$ cat src/rtl/apb_pkg.sv
// Shared APB definitions: transfer-phase state encoding
// and response codes used by requester and completer.
package apb_pkg;

  typedef enum logic [1:0] {
    IDLE   = 2'd0,
    SETUP  = 2'd1,
    ACCESS = 2'd2
  } apb_state_t;

  localparam logic APB_RESP_OKAY = 1'b0;
  localparam logic APB_RESP_ERR  = 1'b1;

endpackage

$ cat src/rtl/apb_wait_timer.sv
// Saturating ACCESS wait-state counter for the PREADY watchdog.
// clk_i/rst_ni clock+async reset; clr_i restart; en_i count; expired_o at limit.
module apb_wait_timer #(
  parameter int unsigned TIMEOUT_CYCLES = 16
) (
  input  logic clk_i,
  input  logic rst_ni,
  input  logic clr_i,
  input  logic en_i,
  output logic expired_o
);

  localparam int unsigned CW =
    (TIMEOUT_CYCLES > 0) ? $clog2(TIMEOUT_CYCLES + 1) : 1;
  localparam logic [CW-1:0] MAX = CW'(TIMEOUT_CYCLES);
  localparam logic [CW-1:0] LAST =
    (TIMEOUT_CYCLES > 0) ? CW'(TIMEOUT_CYCLES - 1) : '0;
  localparam logic WD_ON = (TIMEOUT_CYCLES != 0);

  logic [CW-1:0] cnt_q;
  logic [CW-1:0] cnt_d;

  always_comb begin
    cnt_d = cnt_q;
    if (clr_i) begin
      cnt_d = '0;
    end else if (en_i && (cnt_q != MAX)) begin
      cnt_d = cnt_q + 1'b1;
    end
  end

  always_ff @(posedge clk_i or negedge rst_ni) begin
    if (!rst_ni) begin
      cnt_q <= '0;
    end else begin
      cnt_q <= cnt_d;
    end
  end

  // Fires on the ACCESS cycle that would be the last allowed wait.
  assign expired_o = WD_ON && (cnt_q == LAST);

endmodule

$ cat src/rtl/apb_master.sv
// APB requester: command/response handshake to APB SETUP/ACCESS transfers.
// Ports: i_cmd_* request, o_rsp_* one-cycle response, P* APB bus signals.
module apb_master
  import apb_pkg::*;
#(
  parameter int unsigned ADDR_WIDTH     = 32,
  parameter int unsigned DATA_WIDTH     = 32,
  parameter int unsigned TIMEOUT_CYCLES = 16
) (
  input  logic                  i_clk,
  input  logic                  i_reset_n,
  input  logic                  i_cmd_valid,
  output logic                  o_cmd_ready,
  input  logic                  i_cmd_write,
  input  logic [ADDR_WIDTH-1:0] i_cmd_addr,
  input  logic [DATA_WIDTH-1:0] i_cmd_wdata,
  output logic                  o_rsp_valid,
  output logic [DATA_WIDTH-1:0] o_rsp_rdata,
  output logic                  o_rsp_err,
  output logic                  o_rsp_timeout,
  output logic [ADDR_WIDTH-1:0] PADDR,
  output logic                  PWRITE,
  output logic [DATA_WIDTH-1:0] PWDATA,
  output logic                  PSELx,
  output logic                  PENABLE,
  input  logic [DATA_WIDTH-1:0] PRDATA,
  input  logic                  PREADY,
  input  logic                  PSLVERR
);

  apb_state_t            state_q;
  logic                  ready_q;
  logic                  rsp_valid_q;
  logic [DATA_WIDTH-1:0] rsp_rdata_q;
  logic                  rsp_err_q;
  logic                  rsp_tmo_q;
  logic [ADDR_WIDTH-1:0] paddr_q;
  logic                  pwrite_q;
  logic [DATA_WIDTH-1:0] pwdata_q;
  logic                  psel_q;
  logic                  penable_q;
  logic                  expired;

  apb_wait_timer #(
    .TIMEOUT_CYCLES(TIMEOUT_CYCLES)
  ) u_timer (
    .clk_i    (i_clk),
    .rst_ni   (i_reset_n),
    .clr_i    (state_q == SETUP),
    .en_i     ((state_q == ACCESS) && !PREADY),
    .expired_o(expired)
  );

  always_ff @(posedge i_clk or negedge i_reset_n) begin
    if (!i_reset_n) begin
      state_q     <= IDLE;
      ready_q     <= 1'b0;
      rsp_valid_q <= 1'b0;
      rsp_rdata_q <= '0;
      rsp_err_q   <= 1'b0;
      rsp_tmo_q   <= 1'b0;
      paddr_q     <= '0;
      pwrite_q    <= 1'b0;
      pwdata_q    <= '0;
      psel_q      <= 1'b0;
      penable_q   <= 1'b0;
    end else begin
      rsp_valid_q <= 1'b0;
      unique case (state_q)
        IDLE: begin
          ready_q <= 1'b1;
          if (i_cmd_valid && ready_q) begin
            paddr_q  <= i_cmd_addr;
            pwrite_q <= i_cmd_write;
            pwdata_q <= i_cmd_wdata;
            ready_q  <= 1'b0;
            psel_q   <= 1'b1;
            state_q  <= SETUP;
          end
        end
        SETUP: begin
          penable_q <= 1'b1;
          state_q   <= ACCESS;
        end
        ACCESS: begin
          // Completion is checked first so PREADY beats the watchdog.
          if (PREADY) begin
            rsp_valid_q <= 1'b1;
            rsp_err_q   <= PSLVERR ? APB_RESP_ERR : APB_RESP_OKAY;
            rsp_tmo_q   <= 1'b0;
            rsp_rdata_q <= pwrite_q ? '0 : PRDATA;
            psel_q      <= 1'b0;
            penable_q   <= 1'b0;
            ready_q     <= 1'b1;
            state_q     <= IDLE;
          end else if (expired) begin
            rsp_valid_q <= 1'b1;
            rsp_err_q   <= APB_RESP_ERR;
            rsp_tmo_q   <= 1'b1;
            rsp_rdata_q <= '0;
            psel_q      <= 1'b0;
            penable_q   <= 1'b0;
            ready_q     <= 1'b1;
            state_q     <= IDLE;
          end
        end
        default: begin
          psel_q    <= 1'b0;
          penable_q <= 1'b0;
          state_q   <= IDLE;
        end
      endcase
    end
  end

  assign o_cmd_ready   = ready_q;
  assign o_rsp_valid   = rsp_valid_q;
  assign o_rsp_rdata   = rsp_rdata_q;
  assign o_rsp_err     = rsp_err_q;
  assign o_rsp_timeout = rsp_tmo_q;
  assign PADDR         = paddr_q;
  assign PWRITE        = pwrite_q;
  assign PWDATA        = pwdata_q;
  assign PSELx         = psel_q;
  assign PENABLE       = penable_q;

endmodule

$ cat config.mk
export PLATFORM = sky130hd
export DESIGN_NAME = apb_master
export DESIGN_NICKNAME = d
export VERILOG_FILES = /design/src/rtl/apb_pkg.sv /design/src/rtl/apb_wait_timer.sv /design/src/rtl/apb_master.sv
export SDC_FILE = /design/constraint.sdc
export NUM_CORES = 1
export LEC_CHECK = 0
export CORE_ASPECT_RATIO = 1.4
export CORE_MARGIN = 2
export CORE_UTILIZATION = 44
export DETAILED_ROUTE_END_ITERATION = 16
export PLACE_DENSITY = 0.85
export SETUP_SLACK_MARGIN = 0.5
export SYNTH_ARGS = -nofsm -noshare
export SYNTH_HDL_FRONTEND = slang
export SYNTH_HIERARCHICAL = 1
export SYNTH_SLANG_ARGS = --single-unit
$ cat constraint.sdc
create_clock -name i_clk -period 3.8 [get_ports i_clk]
set_clock_uncertainty 0.05 [all_clocks]
set_input_delay 0.95 -clock i_clk [delete_from_list [all_inputs] [get_ports i_clk]]
set_output_delay 0.95 -clock i_clk [all_outputs]
set_load 0.03 [all_outputs]
==> impl_metrics.py <==
metrics = {
    "sta": {
        "grt_setup_unrepaired": "no",
        "period_share": 0.640,
        "final_hold_viol_count": 0,
        "slew_violations": 0,
        "timing.fmax_mhz": 411,
        "tightest_slew_ps": 1050,
        "hold_ws_ps": 437,
        "slew_headroom": 0.298,
        "final.setup.tns_ps": 0,
        "fin_crit_ps": 2430,
        "setup_viol": 0,
    },
    "clocking": {
        "cts_buffer_depth": 2,
        "cts_made_buffers": 9,
        "h-tree-depth": 3,
        "clock-sinks": 110,
        "cts_setup_buffers": 0,
        "holdBufCountCts": 0,
        "clock_latency_ps": 340,
        "clk_pin_slew_ps": 70,
        "cts-root-buf": "clkbuf_16",
        "cts_tree": "built",
        "ctsResizeCount": 0,
    },
    "floorplan": {
        "start_util": 0.449,
        "dieArea_mm2": 0.0108,
        "num_rows": 43,
        "die_h_um": 122,
        "die_w_um": 88.4,
        "core_mm2": 0.00979,
        "ios": 205,
    },
    "worst_setup_path": {
        "required_ps": 3980,
        "cp.arrival_ps": 2610,
        "timing.rr.end": "u_timer/cnt_q[0]",
        "critPathMaxStageDelay_ps": 510,
        "path_buf_inv": 2,
        "crit_start": "i_cmd_valid",
        "slowest_stage": "and3_4",
        "critical-path-top-delay-family": "buffers and inverters",
        "critPathCapture": "PWDATA[9]",
        "path_class": "primary input to flop",
        "crit_chain": "clkdlybuf4s50_1 > and3_4 > buf_4 > mux2_2",
        "crit_path_end_kind": "flop",
        "crit_cells": 4,
        "path_max_fanout": 35,
        "start_kind": "primary input",
        "r2r_start": "state_q[0]",
        "r2r_slack_ps": 1460,
        "reg2regPathDepth": 4,
    },
    "grt": {
        "grt_overflow": 0,
        "grt_pass1_wl_mm": 17.6,
        "grt_max_degree": 59,
        "grt_usage": 0.215,
        "grt_pass1_vias": 3457,
        "antenna_found_initial": 0,
    },
    "placement": {
        "portBuffers": 204,
        "dp_hpwl_mm": 8.31,
        "placed_cells": 661,
        "place_congestion": 0.766,
    },
    "final_layout": {
        "layout_common_cells": "203 x clkdlybuf4s50_1, 110 x dfrtp_1, 62 x o21ai_0, 48 x mux2_2, 36 x nand2_1",
        "syn2layout_area_growth_pct": 56.9,
        "final_util": 0.704,
        "nFillCells": 721,
        "diodes": 0,
        "final_common_cell": "clkdlybuf4s50_1",
        "finalNonFillerCells": 677,
        "drive_above_1_share": 0.170,
        "nets": 642,
    },
    "outcome": {
        "status": "completed",
    },
    "drt": {
        "wl_per_cell_um": 16.8,
        "drtIter0Drc": 113,
        "wirelength_mm": 11.4,
        "viasPerCell": 4.96,
        "drtPass1Iterations": 4,
        "ant_nets": 0,
        "num_vias": 3359,
        "drc_errors": 0,
    },
    "yosys": {
        "syn_nets": 442,
        "synth_cell_types": 28,
        "yosysTopAreaCell": "dfrtp_1",
        "yosysWarningCount": 6,
        "synth-seq-area-share": 0.627,
        "ys_seq_elements": 110,
        "syn_area_mm2": 0.00439,
        "yosys-top-cells-area": "dfrtp_1 63%, mux2_2 12%, o21ai_0 7.1%",
        "synth_area_per_cell_um2": 13.0,
        "syn_inst": 337,
        "yosys.area.top_type_share": 0.627,
    },
    "pwr": {
        "power_leakage_uw": 0.00288,
        "finalPower_uw": 5900,
        "power_density_mw_per_mm2": 857,
        "worst_ir_drop_vdd_uv": 419,
    },
    "worst_hold_path": {
        "hold_class": "flop to flop",
    },
    "flow_run": {
        "max-cap-violations": 0,
    },
}
## stage by stage
| step | instance area [um2] | setup slack [ps] |
|---|---|---|
| 6_report | 6890 | 1370 |
| 2_1_floorplan | 4390 | 1830 |
| 5_1_grt | 6890 | 1240 |
| 3_5_place_dp | 6560 | 1010 |
| 3_3_place_gp | 6560 | 1060 |
| 4_1_cts | 6890 | 1340 |
## worst min-delay path by stage
stage,startpoint,endpoint,slack [ps],cells past startpoint
2_1_floorplan,state_q[0],PENABLE,480,1
3_3_place_gp,PSELx,PSELx,410,1
3_5_place_dp,PENABLE,PENABLE,420,1
4_1_cts,PENABLE,PENABLE,440,1
5_1_grt,PENABLE,PENABLE,450,1
6_report,PENABLE,PENABLE,440,1
## report_power, final
group          internal (uW)  switching, uW
sequential              1650            268
clock                    602            424
combinational           1390           1580
## metal layers
| metal | part of all wire | up-vias | wire length [um] | global-route usage |
|---|---|---|---|---|
| li1 | - | 1558 | - | - |
| met1 | 0.37 | 1645 | 4270 | 0.241 |
| met2 | 0.53 | 141 | 6000 | 0.380 |
| met3 | 0.083 | 15 | 948 | 0.0746 |
| met4 | 0.014 | 0 | 165 | 0.0644 |
| met5 | 0 | - | 0 | 0 |
## kinds of logic (layout without fill, tap and decap cells)
group / Yosys count / after routing / share of synthesized area
AND/OR/NAND/NOR: 53 / 53 / 0.0518
buffers and inverters: 26 / 231 / 0.0310
XOR/XNOR: 1 / 1 / 0.00199
multiplexers: 67 / 67 / 0.187
flip-flops: 110 / 110 / 0.627
AO/OA/AOI/OAI: 77 / 77 / 0.0931
adder cells (fa/ha/maj): 3 / 3 / 0.00855
## layout make-up
cell class                      count  area [um2]  share of cell area
Timing Repair Buffer              210        2110               0.306
Inverter                            5        18.8             0.00272
Multi-Input combinational cell    201        1510               0.219
Sequential cell                   110        2750               0.399
Tap cell                          135         169              0.0245
Clock buffer                       10         239              0.0347
Clock inverter                      6        92.6              0.0134
## sequential cells by signal, summed over array words and instances, names as in the netlist
register / cells
o_rsp_valid: 1
PSELx: 1
o_cmd_ready: 1
PWDATA: 32
PWRITE: 1
o_rsp_rdata: 32
u_timer/cnt_q: 5
state_q: 2
o_rsp_err: 1
PENABLE: 1
o_rsp_timeout: 1
PADDR: 32
## worst register-to-register path, cell delays in order, from the launching register on
cell	delay, ps
dfrtp_1	420
nand2b_1	640
nor2_1	490
o31a_1	310
mux2_4	310
## cell usage after synthesis, drive strengths merged
cell type / instances
o31a: 1
o22a: 1
and3: 2
ha: 3
dfrtp: 110
nor2b: 2
a21oi: 3
mux2i: 1
clkbuf: 10
inv: 5
mux2: 66
and2b: 1
buf: 11
o21ai: 66
o2111ai: 1
nor2: 8
nand4: 1
xor2: 1
nand2b: 3
a211oi: 1
nand2: 36
o21a: 1
o31ai: 1
a21o: 2
(Power assumes the default switching activity.)
==> RTL edit: new RTL, config.mk and constraints unchanged <==
Make the reset (`i_reset_n` and `rst_ni`) synchronous in 2 clocked blocks. Comments in the files are not updated.
--- a/src/rtl/apb_wait_timer.sv
+++ b/src/rtl/apb_wait_timer.sv
@@ -31,3 +31,3 @@
 
-  always_ff @(posedge clk_i or negedge rst_ni) begin
+  always_ff @(posedge clk_i) begin
     if (!rst_ni) begin
--- a/src/rtl/apb_master.sv
+++ b/src/rtl/apb_master.sv
@@ -53,3 +53,3 @@
 
-  always_ff @(posedge i_clk or negedge i_reset_n) begin
+  always_ff @(posedge i_clk) begin
     if (!i_reset_n) begin
Formal check against the unedited RTL: differs if i_reset_n is asserted again (counterexample within 4 cycles, from zero or initial values and one cycle with i_reset_n low); with i_reset_n held inactive, the same outputs for 10 cycles.
==> RTL edit against the original RTL <==
Design area down 16%; count of clock-buffer cells in the layout fell by 1; sequential cell count unchanged; wire length is 10% lower; hold slack worse by 0.0029 ns; area after synthesis fell by 19%; cell count fell by 14%; worst setup slack lost 0.21 ns; sequential share of layout area is 2.0 points lower; critical endpoint is now o_rsp_rdata[2].
Power is not compared: it rests on default switching activity, and its combinational part moved more than twofold at a synthesized area within 25%.
==> RTL edit: results (changes against the original RTL) <==
.. list-table::
   :header-rows: 1

   * - Metric
     - Value
   * - Number of nets produced by synthesis
     - 387 (-12%)
   * - Crit path max-delay cell type
     - o21a_1
   * - Critical path startpoint
     - PREADY
   * - LEAKAGE
     - 2.23 nW
   * - Worst-path maximum fanout
     - 32 (-8.6%)
   * - Clock edge transition at the registers on the reported setup and hold paths
     - 0.09 ns (+0.02 ns)
   * - Maximum number of pins on one net before global-route repair
     - 67 (+14%)
   * - Wire length of the first global-routing pass
     - 15,700 µm (-11%)
   * - Slew headroom
     - 24.9% (-4.9 points)
   * - Number of detailed-routing iterations run before antenna repair
     - 4 (unchanged)
   * - Mean number of vias per cell
     - 5.16 (+4.0%)
   * - Final net count
     - 583 (-9.2%)
   * - Wire length after detailed routing
     - 10,200 µm (-10%)
   * - Port-buffer cells
     - 204 (unchanged)
   * - Total setup buffers inserted after CTS
     - 0 (unchanged)
   * - Detail Placement HPWL
     - 7630 µm (-8.1%)
   * - Biggest area contributors in the synthesized netlist
     - dfxtp_1 (62%), a22o_1 (24%), buf_6 (1.9%)
   * - Peak per-stage delay on the critical path
     - 0.91 ns (+0.40 ns)
   * - Primary flip-flop cell chosen by synthesis mapping
     - dfxtp_1
   * - GPL Wtd Cong
     - 0.794 (+3.6%)
   * - Fraction of registers with async set/reset
     - 0% (-100 points)
   * - Vias in the first global route
     - 3,009 (-13%)
   * - Arrival time reported for the critical path endpoint
     - 2.90 ns (+0.29 ns)
   * - Number of distinct standard cells referenced by the synthesized netlist
     - 32 (+14%)
   * - Setup crit end
     - o_rsp_rdata[2]
   * - Reg2reg start
     - u_timer/cnt_q[0]
   * - Clock insertion delay at the later pin of the skew report
     - 0.37 ns (+0.03 ns)
   * - Worst Min Path Start
     - o_rsp_rdata[18]
   * - Synthesis Warnings
     - 6 (unchanged)
   * - Top cells by instance count after synthesis
     - dfxtp_1 (110), a22o_1 (97), buf_2 (10)
   * - Layout cell share with drive strength beyond 1
     - 5.59% (-11 points)
   * - Overall Global Routing Usage
     - 23.1% (+1.6 points)
   * - Count of cells along the worst register-to-register path
     - 6 (+2)
   * - Status
     - complete, no violations
   * - Worst reg-to-reg setup slack
     - 1.22 ns (-0.24 ns)
   * - Clock root buffer
     - clkbuf_8
   * - Iteration-0 DRC count of the detailed router
     - 147 (+30%)
-- RTL edit: cell types whose count changed after synthesis, moves of 3 or more --
cell      delta
clkbuf_1     -9
buf_4        +4
mux2_4      -18
buf_2        +3
dfxtp_1    +110
a22o_1      +97
mux2_2      -48
o21ai_0     -60
o21ai_1      -4
dfrtp_1    -110
nand2_1     -28
-- RTL edit: worst min path at each step --
stage,endpoint,slack [ns],cells after the start
2_1_floorplan,u_timer/cnt_q[1],0.42,2
3_3_place_gp,PWDATA[21],0.41,1
3_5_place_dp,PWDATA[30],0.41,1
4_1_cts,o_rsp_rdata[18],0.44,1
5_1_grt,o_rsp_rdata[25],0.45,1
6_report,o_rsp_rdata[18],0.43,1
-- RTL edit: layer usage --
| metal | vias to the layer above | global-route usage [%] | share of wire [%] | wire length, µm |
|---|---|---|---|---|
| met5 | - | 0 | 0 | 0 |
| met2 | 132 | 39.9 | 51 | 5230 |
| li1 | 1443 | - | - | - |
| met1 | 1405 | 25.1 | 39 | 3940 |
| met4 | 0 | 13.3 | 3.7 | 378 |
| met3 | 27 | 5.31 | 6.7 | 681 |
-- RTL edit: area by class of cell --
| class | instances | area [µm²] |
|---|---|---|
| timing repair buffer | 206 | 2060 |
| multi-input combinational | 147 | 1220 |
| sequential | 110 | 2200 |
| clock inverter | 7 | 65.1 |
| fill | 530 | 1990 |
| inverter | 4 | 15.0 |
| clock buffer | 9 | 124 |
| tap | 100 | 125 |
-- RTL edit: cell families after synthesis --
family / share of synthesized area [%]
muxes: 0.560
and+or+nand+nor: 5.85
xor gates and xnor gates: 0.490
AOI/OAI and AO/OA: 25.8
adders and majority gates: 1.05
DFF: 61.6
buffers and inverters: 4.66
-- RTL edit: per-stage QoR --
step	instances	worst slack, ns	cell area (µm²)	total power [mW]
floorplan	282	1.83	3570	1.42
global placement	567	0.915	5620	1.62
detailed placement	567	0.811	5620	1.63
CTS	583	1.16	5800	2.30
global route	583	1.02	5800	2.37
finish	583	1.16	5800	2.29
-- RTL edit: power by group --
part           internal [mW]  leakage, nW  total, mW  switching, mW
registers               1.20        0.893       1.22         0.0263
logic                  0.199         1.24      0.379          0.180
clock network          0.300       0.0948      0.685          0.385
-- RTL edit: worst max-delay path, delay by kind of cell --
kind / cells / cell delay (ns)
AOI/OAI and AO/OA: 2 / 1.20
buffers and inverters: 1 / 0.47
and+or+nand+nor: 1 / 0.27
